$ cat config.mk
export PLATFORM = sky130hd
export DESIGN_NAME = v_mem_fill_flat
export DESIGN_NICKNAME = d
export VERILOG_FILES = /design/src/rtl/v_mem_fill_if.sv /design/src/rtl/v_mem_fill.sv /design/src/flat_wrapper.sv
export SDC_FILE = /design/constraint.sdc
export NUM_CORES = 1
export LEC_CHECK = 0
export BUFFER_PORTS_ARGS = -buffer_cell sky130_fd_sc_hd__buf_2
export CORE_MARGIN = 10
export CORE_UTILIZATION = 30
export DETAILED_ROUTE_END_ITERATION = 12
export PLACE_DENSITY = 0.54
export SLEW_MARGIN = 5
export SYNTH_ARGS = -nofsm -noshare
export SYNTH_HDL_FRONTEND = slang
export SYNTH_SLANG_ARGS = --single-unit
$ cat constraint.sdc
create_clock -name clk -period 13.8 [get_ports clk]
set_input_delay 0.69 -clock clk [delete_from_list [all_inputs] [get_ports clk]]
set_output_delay 0.69 -clock clk [all_outputs]
set_load 0.02 [all_outputs]
$ cat src/rtl/v_mem_fill_if.sv
// Bus bundle between a memory-fill engine and its banked SRAM write ports.
// The slave side is the fill engine; the master side is the controller plus the RAM banks.
interface v_mem_fill_if #(
   parameter int N = 256,
   parameter int W = 32,
   parameter int C = 1
);
   localparam int AW = (N > 1) ? $clog2(N) : 1;

   logic          i_start;
   logic          i_abort;
   logic [1:0]    i_mode;
   logic [W-1:0]  i_fill_data;
   logic [AW-1:0] i_lo_addr;
   logic [AW-1:0] i_hi_addr;
   logic [C-1:0]  i_bank_mask;
   logic [C-1:0]  i_wready;

   logic [C-1:0]  o_wen_r;
   logic [AW-1:0] o_waddr_r;
   logic [W-1:0]  o_wdata_r;
   logic          o_busy_r;
   logic          o_done_r;
   logic [1:0]    o_status_r;

   modport master (
      output i_start, i_abort, i_mode, i_fill_data, i_lo_addr, i_hi_addr,
             i_bank_mask, i_wready,
      input  o_wen_r, o_waddr_r, o_wdata_r, o_busy_r, o_done_r, o_status_r
   );

   modport slave (
      input  i_start, i_abort, i_mode, i_fill_data, i_lo_addr, i_hi_addr,
             i_bank_mask, i_wready,
      output o_wen_r, o_waddr_r, o_wdata_r, o_busy_r, o_done_r, o_status_r
   );
endinterface

$ cat src/rtl/v_mem_fill.sv
// Multi-bank memory initialiser: sweeps [lo, hi] across the masked banks in lockstep,
// writing a constant, incrementing or address-derived pattern under per-bank backpressure.
module v_mem_fill #(
   parameter int N         = 256,
   parameter int W         = 32,
   parameter int C         = 1,
   parameter int AUTO_INIT = 1
) (
   input logic         clk,
   input logic         arst_n,
   v_mem_fill_if.slave bus
);
   localparam int            AW        = (N > 1) ? $clog2(N) : 1;
   localparam logic [AW-1:0] LAST_ADDR = AW'(N - 1);

   typedef enum logic [1:0] {IDLE, LOAD, WRITE, DONE} state_t;

   state_t        state,    state_nx;
   logic [1:0]    mode_q,   mode_nx;
   logic [W-1:0]  fill_q,   fill_nx;
   logic [AW-1:0] lo_q,     lo_nx;
   logic [AW-1:0] hi_q,     hi_nx;
   logic [C-1:0]  mask_q,   mask_nx;
   logic [C-1:0]  wen_q,    wen_nx;
   logic [AW-1:0] waddr_q,  waddr_nx;
   logic [W-1:0]  wdata_q,  wdata_nx;
   logic [1:0]    status_q, status_nx;

   logic          cfg_err;
   logic          all_acc;
   logic [AW-1:0] addr_inc;

   // Mode 3 is reserved and behaves like a constant fill.
   function automatic logic [W-1:0] pattern(input logic [1:0]    m,
                                            input logic [W-1:0]  f,
                                            input logic [AW-1:0] a,
                                            input logic [AW-1:0] lo);
      logic [W-1:0] res;
      case (m)
         2'd1:    res = f + W'(a - lo);
         2'd2:    res = W'(a);
         default: res = f;
      endcase
      return res;
   endfunction

   always_ff @(posedge clk or negedge arst_n) begin
      if (!arst_n) begin
         if (AUTO_INIT != 0) state <= LOAD;
         else                state <= IDLE;
         mode_q   <= 2'd0;
         fill_q   <= '0;
         lo_q     <= '0;
         hi_q     <= LAST_ADDR;
         mask_q   <= '1;
         wen_q    <= '0;
         waddr_q  <= '0;
         wdata_q  <= '0;
         status_q <= 2'd0;
      end else begin
         state    <= state_nx;
         mode_q   <= mode_nx;
         fill_q   <= fill_nx;
         lo_q     <= lo_nx;
         hi_q     <= hi_nx;
         mask_q   <= mask_nx;
         wen_q    <= wen_nx;
         waddr_q  <= waddr_nx;
         wdata_q  <= wdata_nx;
         status_q <= status_nx;
      end
   end

   always_comb begin
      state_nx  = state;
      mode_nx   = mode_q;
      fill_nx   = fill_q;
      lo_nx     = lo_q;
      hi_nx     = hi_q;
      mask_nx   = mask_q;
      wen_nx    = wen_q;
      waddr_nx  = waddr_q;
      wdata_nx  = wdata_q;
      status_nx = status_q;

      cfg_err  = (lo_q > hi_q) || (int'(hi_q) > N - 1) || (mask_q == '0);
      // A word is finished once no still-pending bank is stalled.
      all_acc  = ((wen_q & ~bus.i_wready) == '0);
      addr_inc = waddr_q + AW'(1);

      unique case (state)
         IDLE: begin
            if (bus.i_start) begin
               mode_nx   = bus.i_mode;
               fill_nx   = bus.i_fill_data;
               lo_nx     = bus.i_lo_addr;
               hi_nx     = bus.i_hi_addr;
               mask_nx   = bus.i_bank_mask;
               status_nx = 2'd0;
               state_nx  = LOAD;
            end
         end
         LOAD: begin
            if (bus.i_abort) begin
               status_nx = 2'd2;
               state_nx  = DONE;
            end else if (cfg_err) begin
               status_nx = 2'd1;
               state_nx  = DONE;
            end else begin
               waddr_nx = lo_q;
               wdata_nx = pattern(mode_q, fill_q, lo_q, lo_q);
               wen_nx   = mask_q;
               state_nx = WRITE;
            end
         end
         WRITE: begin
            wen_nx = wen_q & ~bus.i_wready;
            if (bus.i_abort) begin
               wen_nx    = '0;
               status_nx = 2'd2;
               state_nx  = DONE;
            end else if (all_acc) begin
               if (waddr_q == hi_q) begin
                  wen_nx   = '0;
                  state_nx = DONE;
               end else begin
                  waddr_nx = addr_inc;
                  wdata_nx = pattern(mode_q, fill_q, addr_inc, lo_q);
                  wen_nx   = mask_q;
               end
            end
         end
         DONE: begin
            state_nx = IDLE;
         end
         default: begin
            state_nx = IDLE;
         end
      endcase
   end

   assign bus.o_wen_r    = wen_q;
   assign bus.o_waddr_r  = waddr_q;
   assign bus.o_wdata_r  = wdata_q;
   assign bus.o_busy_r   = (state == LOAD) || (state == WRITE);
   assign bus.o_done_r   = (state == DONE);
   assign bus.o_status_r = status_q;
endmodule

$ cat src/flat_wrapper.sv
// flat-port wrapper written by rule: the top's interface ports become plain ports
module v_mem_fill_flat 
#(
   parameter int N         = 256,
   parameter int W         = 32,
   parameter int C         = 1,
   parameter int AUTO_INIT = 1
)
  (clk, arst_n, bus_i_start, bus_i_abort, bus_i_mode, bus_i_fill_data, bus_i_lo_addr, bus_i_hi_addr, bus_i_bank_mask, bus_i_wready, bus_o_wen_r, bus_o_waddr_r, bus_o_wdata_r, bus_o_busy_r, bus_o_done_r, bus_o_status_r);
  v_mem_fill_if #(.N(N), .W(W), .C(C)) bus_i ();
  input logic clk;
  input logic arst_n;
  input wire logic [$bits(bus_i.i_start)-1:0] bus_i_start;
  input wire logic [$bits(bus_i.i_abort)-1:0] bus_i_abort;
  input wire logic [$bits(bus_i.i_mode)-1:0] bus_i_mode;
  input wire logic [$bits(bus_i.i_fill_data)-1:0] bus_i_fill_data;
  input wire logic [$bits(bus_i.i_lo_addr)-1:0] bus_i_lo_addr;
  input wire logic [$bits(bus_i.i_hi_addr)-1:0] bus_i_hi_addr;
  input wire logic [$bits(bus_i.i_bank_mask)-1:0] bus_i_bank_mask;
  input wire logic [$bits(bus_i.i_wready)-1:0] bus_i_wready;
  output wire logic [$bits(bus_i.o_wen_r)-1:0] bus_o_wen_r;
  output wire logic [$bits(bus_i.o_waddr_r)-1:0] bus_o_waddr_r;
  output wire logic [$bits(bus_i.o_wdata_r)-1:0] bus_o_wdata_r;
  output wire logic [$bits(bus_i.o_busy_r)-1:0] bus_o_busy_r;
  output wire logic [$bits(bus_i.o_done_r)-1:0] bus_o_done_r;
  output wire logic [$bits(bus_i.o_status_r)-1:0] bus_o_status_r;
  assign bus_i.i_start = bus_i_start;
  assign bus_i.i_abort = bus_i_abort;
  assign bus_i.i_mode = bus_i_mode;
  assign bus_i.i_fill_data = bus_i_fill_data;
  assign bus_i.i_lo_addr = bus_i_lo_addr;
  assign bus_i.i_hi_addr = bus_i_hi_addr;
  assign bus_i.i_bank_mask = bus_i_bank_mask;
  assign bus_i.i_wready = bus_i_wready;
  assign bus_o_wen_r = bus_i.o_wen_r;
  assign bus_o_waddr_r = bus_i.o_waddr_r;
  assign bus_o_wdata_r = bus_i.o_wdata_r;
  assign bus_o_busy_r = bus_i.o_busy_r;
  assign bus_o_done_r = bus_i.o_done_r;
  assign bus_o_status_r = bus_i.o_status_r;
  v_mem_fill #(.N(N), .W(W), .C(C), .AUTO_INIT(AUTO_INIT)) u_core (.clk(clk), .arst_n(arst_n), .bus(bus_i));
endmodule
# [Yosys cells after proc, flatten, opt, wreduce, memory -nomap -nowiden]
# Index checks and enable logic that the tools add are counted.
[word_totals] ff_bits=96 output_inout_bits=45 wordCells=77
[classes] add_sub_neg=5 order_cmp=1 eq_ne=16 mux=32 bitwise=3 n_reduce_logical=10
[ops] cell="32-bit one-hot mux with 2 select lines" n=3
[ops] cell="32-bit two-way mux" n=5
[ops] cell="32-bit adder" n=2
[ops] cell="8-bit two-way mux" n=5
[ops] cell="2-bit two-way mux" n=9
[ops] cell="8-bit by 8-bit subtractor with 9-bit output" n=2
[ops] cell="8-bit one-hot mux with 2 select lines" n=1
[ops] cell="2-bit inequality test, second input constant" n=7
[ops] cell="8-bit by 1-bit adder with 8-bit output, second input constant" n=1
[ops] cell="8-bit equality test" n=1
[ops] cell="8-bit > comparator" n=1
[ops] cell="2-bit one-hot mux with 4 select lines" n=1
[ops] cell="2-bit equality test, second input constant" n=3
[ops] cell="1-bit two-way mux" n=6
[ops] cell="3-bit by 2-bit inequality test with 1-bit output, second input constant" n=2
[ops] cell="2-bit one-hot mux with 3 select lines" n=1
[ops] cell="3-bit AND reduction" n=2
[ops] cell="6-bit AND reduction" n=1
[ops] cell="2-bit by 1-bit equality test with 1-bit output, second input constant" n=2
[ops] cell="4-bit AND reduction" n=1
[ops] cell="3-bit inequality test, second input constant" n=1
[ops] cell="3-bit nonzero test" n=1
[ops] cell="2-bit logical NOT" n=1
[ops] cell="1-bit logical OR" n=2
[ops] cell="other kinds (5)" n=6

# [Logic depth before layout (Yosys ltp)]
[depth] ltp_word=8 mapped_depth=20 mapped_depth_nobuf=19

# [Worst setup path before layout]
# No wires, ideal clock.
[synth_path] path_type="flip-flop to flip-flop" start="reg u_core.waddr_q[0] (netlist: u_core.bus.o_waddr_r[0])" end="reg u_core.wdata_q[30] (netlist: u_core.bus.o_wdata_r[30])" setup_time_ns=0.139 t_arrival_ns=5.928 required_ns=13.661 path_slack_ns=7.732 path_stages_with_launch=20 n_path_buf=1 cell_sequence="dfrtp_1 > ha_1 > fa_1 > a21o_1 > a21oi_1 > o21bai_1 > a21oi_1 > nor2_1 > a211oi_1 > ha_1 > buf_6 > a21o_1 > a21o_1 > a21oi_1 > nor2_1 > or3_4 > a41oi_2 > mux2_4 > o21ai_1 > a31oi_1"
[synth_via] elab_chain_cells=8
[synth_rtl] item="from (decl)" line="v_mem_fill.sv:25" text="logic [AW-1:0] waddr_q, waddr_nx;"
[synth_rtl] item="from (signal assigned)" line="v_mem_fill.sv:68" text="waddr_q <= waddr_nx;"
[synth_rtl] item="8-bit by 1-bit adder with 8-bit output" line="v_mem_fill.sv:89" text="addr_inc = waddr_q + AW'(1);"
[synth_rtl] item="8-bit by 8-bit subtractor with 9-bit output" line="v_mem_fill.sv:40" text="2'd1: res = f + W'(a - lo);"
[synth_rtl] item="32-bit adder" line="v_mem_fill.sv:40"
[synth_rtl] item="32-bit one-hot mux with 2 select lines" line="v_mem_fill.sv:39" text="case (m)"
[synth_rtl] item="32-bit two-way mux" line="v_mem_fill.sv:124" text="if (waddr_q == hi_q) begin"
[synth_rtl] item="32-bit two-way mux" line="v_mem_fill.sv:123" text="end else if (all_acc) begin"
[synth_rtl] item="32-bit two-way mux" line="v_mem_fill.sv:119" text="if (bus.i_abort) begin"
[synth_rtl] item="32-bit one-hot mux with 2 select lines" line="v_mem_fill.sv:91" text="unique case (state)"
[synth_rtl] item="to (signal assigned)" line="v_mem_fill.sv:69" text="wdata_q <= wdata_nx;"
[synth_rtl] item="to (decl)" line="v_mem_fill.sv:26" text="logic [W-1:0] wdata_q, wdata_nx;"
# Parallel ways exist; a longest one is shown, timed or not. The select of a mux whose other input is x is not followed.
# A chain may end at the register's enable or synchronous reset.

# [Final worst setup path]
[layout_path] start="reg u_core.waddr_q[0] (netlist: u_core.bus.o_waddr_r[0])" end="reg u_core.wdata_q[31] (netlist: u_core.bus.o_wdata_r[31])"
# Same word-level chain as after synthesis.

==> summary.md <==
| Metric | Value |
|---|---|
| Ys Warns | 0 |
| Slew HR | 32.3% |
| Synth Cell Area | 6910 um2 |
| Final setup fails | 0 |
| Commonest non-fill, non-tap cell in the layout | buf_2 |
| TNS Setup | 0 ps |
| Register area | 2410 um2 |
| Initial antenna violation count | 0 |
| DRT Pass-1 Iters | 5 |
| Layout cells sized above 1 | 23.8% |
| Global-route wire length before repair | 32100 um |
| Hold Buf Count CTS | 0 |
| Fmax | 0.183 GHz |
| Clk_skew | 11.9 ps |
| Die H | 172 um |
| Synth Net Count | 867 |
| Sequential-to-total area share from yosys stat | 34.9% |
| Required time worst endpoint | 14100 ps |
| DR vias/cell | 5.12 |
| DR vias | 5762 |
| Cell mode on critical path | a21oi_1 |
| Syn Inst Count | 752 |
| # IOs | 101 |
| Layout area overhead | 15.2% |
| GP Congestion | 0.880 |
| Worst path bufs/invs | 1 |
| Die ar. | 29500 um2 |
| Slew Limit Fails | 0 |
| Reg clk slew, reported paths | 70 ps |
| Drt wl/cell | 17.6 um |
| Unrepaired setup endpoints after global routing | false |
| Synth Register Bits | 96 |
| Final HPWL from detailed placement | 14800 um |
| Kind of end point of the critical path | flop |
| Max stage delay cell, worst path | a211oi_2 |
| Critical Path AT | 5770 ps |
| Cell chain of the critical path | ha_1 -> fa_1 -> a21o_1 -> a21oi_1 -> o21bai_1 -> a21oi_1 -> nor2_1 -> a211oi_2 -> buf_4 -> ha_1 -> a21oi_1 -> nand2_1 -> a21o_1 -> a221o_1 -> o2bb2ai_1 -> a311o_1 -> xor2_1 -> a211o_1 -> nand3_1 |
| CP peak stage delay | 790 ps |
| CTS H-tree depth | 3 |
| Most used DFF post-synth | dfrtp_1 |
| Fin crit period | 5480 ps |
| Port bufs | 100 |
| CP Max Fanout | 13 |
| Most frequent cells in the layout | buf_2, dfrtp_1, nand2_1, a21oi_1, ha_1 |
| Nets | 950 |
| Chip width | 172 um |
| Mean area per synthesized cell | 9.19 um2 |
| Top Family by Delay on Critical Path | compound AO/OA/AOI/OAI gates |
| CTS tree | done |
| Maxcap violations | 0 |
| WS Path Type | flop to flop |
| Fin crit share | 39.7% |
| Critical path startpoint category | flop |
| Clock net sink count | 96 |
| Total gr overflow | 0 |
| Initial core utilization | 30.5% |
| WL final | 19800 um |
| Total CTS buffers | 9 |
| Status | finished clean |
| Maximum root-to-sink buffer count | 2 |
| Synth unique cells | 69 |
| Vias in the first global route | 5794 |
| Clock latency on the worst-skew pair | 360 ps |
| Post-CTS Setup Bufs | 0 |
| Area of the multi-input gates | 4170 um2 |
| CORE AREA | 22600 um2 |
| Iter 0 DRT Violations | 464 |
| # DRC | 0 |
| Post-route ant nets | 0 |
| Final Hold Fails | 0 |
| N_diodes | 0 |
| Hold crit path type | primary input to asynchronous set/reset pin |
| Number of flops mapped to enable cells by yosys | 0 |
| Largest net degree at the start of global routing | 86 |
| Post-cts sizing count | 0 |
| Worst slew pin tran | 1010 ps |
| Aggregate global-route resource usage | 13.7% |
| Clk root buf | clkbuf_16 |
| Fillers | 2350 |
| Row cnt | 55 |
| Ys async rst share | 100% |
==> Yosys cell counts (10+ instances only) <==
library cell / instances / area, um2
dfrtp_1: 86 / 2150
a21oi_1: 66 / 330
nand3_1: 16 / 80.1
inv_1: 44 / 165
xor2_1: 12 / 105
xnor2_1: 33 / 289
dfstp_2: 10 / 263
ha_1: 57 / 713
nand4_1: 14 / 87.6
nor2_1: 42 / 158
nand2_1: 78 / 293
clkbuf_1: 20 / 75.1
o21ai_0: 51 / 255
mux2_2: 52 / 586
a21o_1: 23 / 173
a22oi_1: 19 / 143
==> registers in the layout (all words and copies together), names as in the netlist <==
name	flops
u_core.mode_q	2
u_core.state	2
u_core.fill_q	32
u_core.mask_q	1
u_core.bus.o_status_r	2
u_core.bus.o_wen_r	1
u_core.lo_q	8
u_core.bus.o_wdata_r	32
u_core.bus.o_waddr_r	8
u_core.hi_q	8
==> logic make-up after synthesis <==
kind of cell,after synthesis,synth area share [%]
fa+ha+maj,59,10.9
xor+xnor,45,5.70
simple gates,190,12.9
buf+inv,80,5.14
compound gates,224,21.0
mux,58,9.41
flops,96,34.9
==> path summary, 6_finish.rpt <==
kind | cells after the start | end | from | slack [ps]
setup / recovery | 19 | u_core.bus.o_wdata_r[31]$_DFFE_PN0P_ | u_core.bus.o_waddr_r[0]$_DFFE_PN0P_ | 8320
hold / removal | 1 | u_core.bus.o_status_r[1]$_DFFE_PN0P_ | arst_n | 320
setup reg to reg | 19 | u_core.bus.o_wdata_r[31]$_DFFE_PN0P_ | u_core.bus.o_waddr_r[0]$_DFFE_PN0P_ | 8320
hold reg to reg | 2 | u_core.bus.o_status_r[1]$_DFFE_PN0P_ | u_core.bus.o_status_r[1]$_DFFE_PN0P_ | 460
max in group asynchronous | 2 | u_core.bus.o_wdata_r[25]$_DFFE_PN0P_ | arst_n | 12320
min in group clk | 2 | u_core.bus.o_status_r[1]$_DFFE_PN0P_ | u_core.bus.o_status_r[1]$_DFFE_PN0P_ | 460
==> stage by stage <==
stage | hold slack [ps] | worst slack, ps | util, % | std cells | area [um2]
3_3_place_gp | 450 | 8480 | 33.9 | 1109 | 7670
5_1_grt | 376 | 7920 | 35.2 | 1125 | 7960
4_1_cts | 359 | 8380 | 35.2 | 1125 | 7960
3_5_place_dp | 452 | 8400 | 33.9 | 1109 | 7670
2_1_floorplan | 394 | 7730 | - | 752 | 6910
6_report | 324 | 8320 | 35.2 | 1125 | 7960
==> cell type report <==
class | count | area share [%]
clock buffers | 10 | 2.88
clock inverters | 6 | 0.864
inverters | 44 | 2.07
multi-input cells | 576 | 52.3
flip-flops and latches | 96 | 30.3
well taps | 285 | 4.48
repair buffers | 108 | 7.07
==> metal layers <==
| layer | track usage, % | up-vias | share of wire, % | routed length, um |
|---|---|---|---|---|
| li1 | - | 2883 | - | - |
| met1 | 17.8 | 2730 | 47 | 9190 |
| met2 | 22.6 | 134 | 47 | 9290 |
| met3 | 3.07 | 15 | 5.4 | 1070 |
| met4 | 3.15 | 0 | 1.1 | 209 |
| met5 | 0 | - | 0 | 0 |
Power is left out: the tool's default activity adds up to more than one toggle a clock period on the data nets, which glitch-free logic cannot reach.
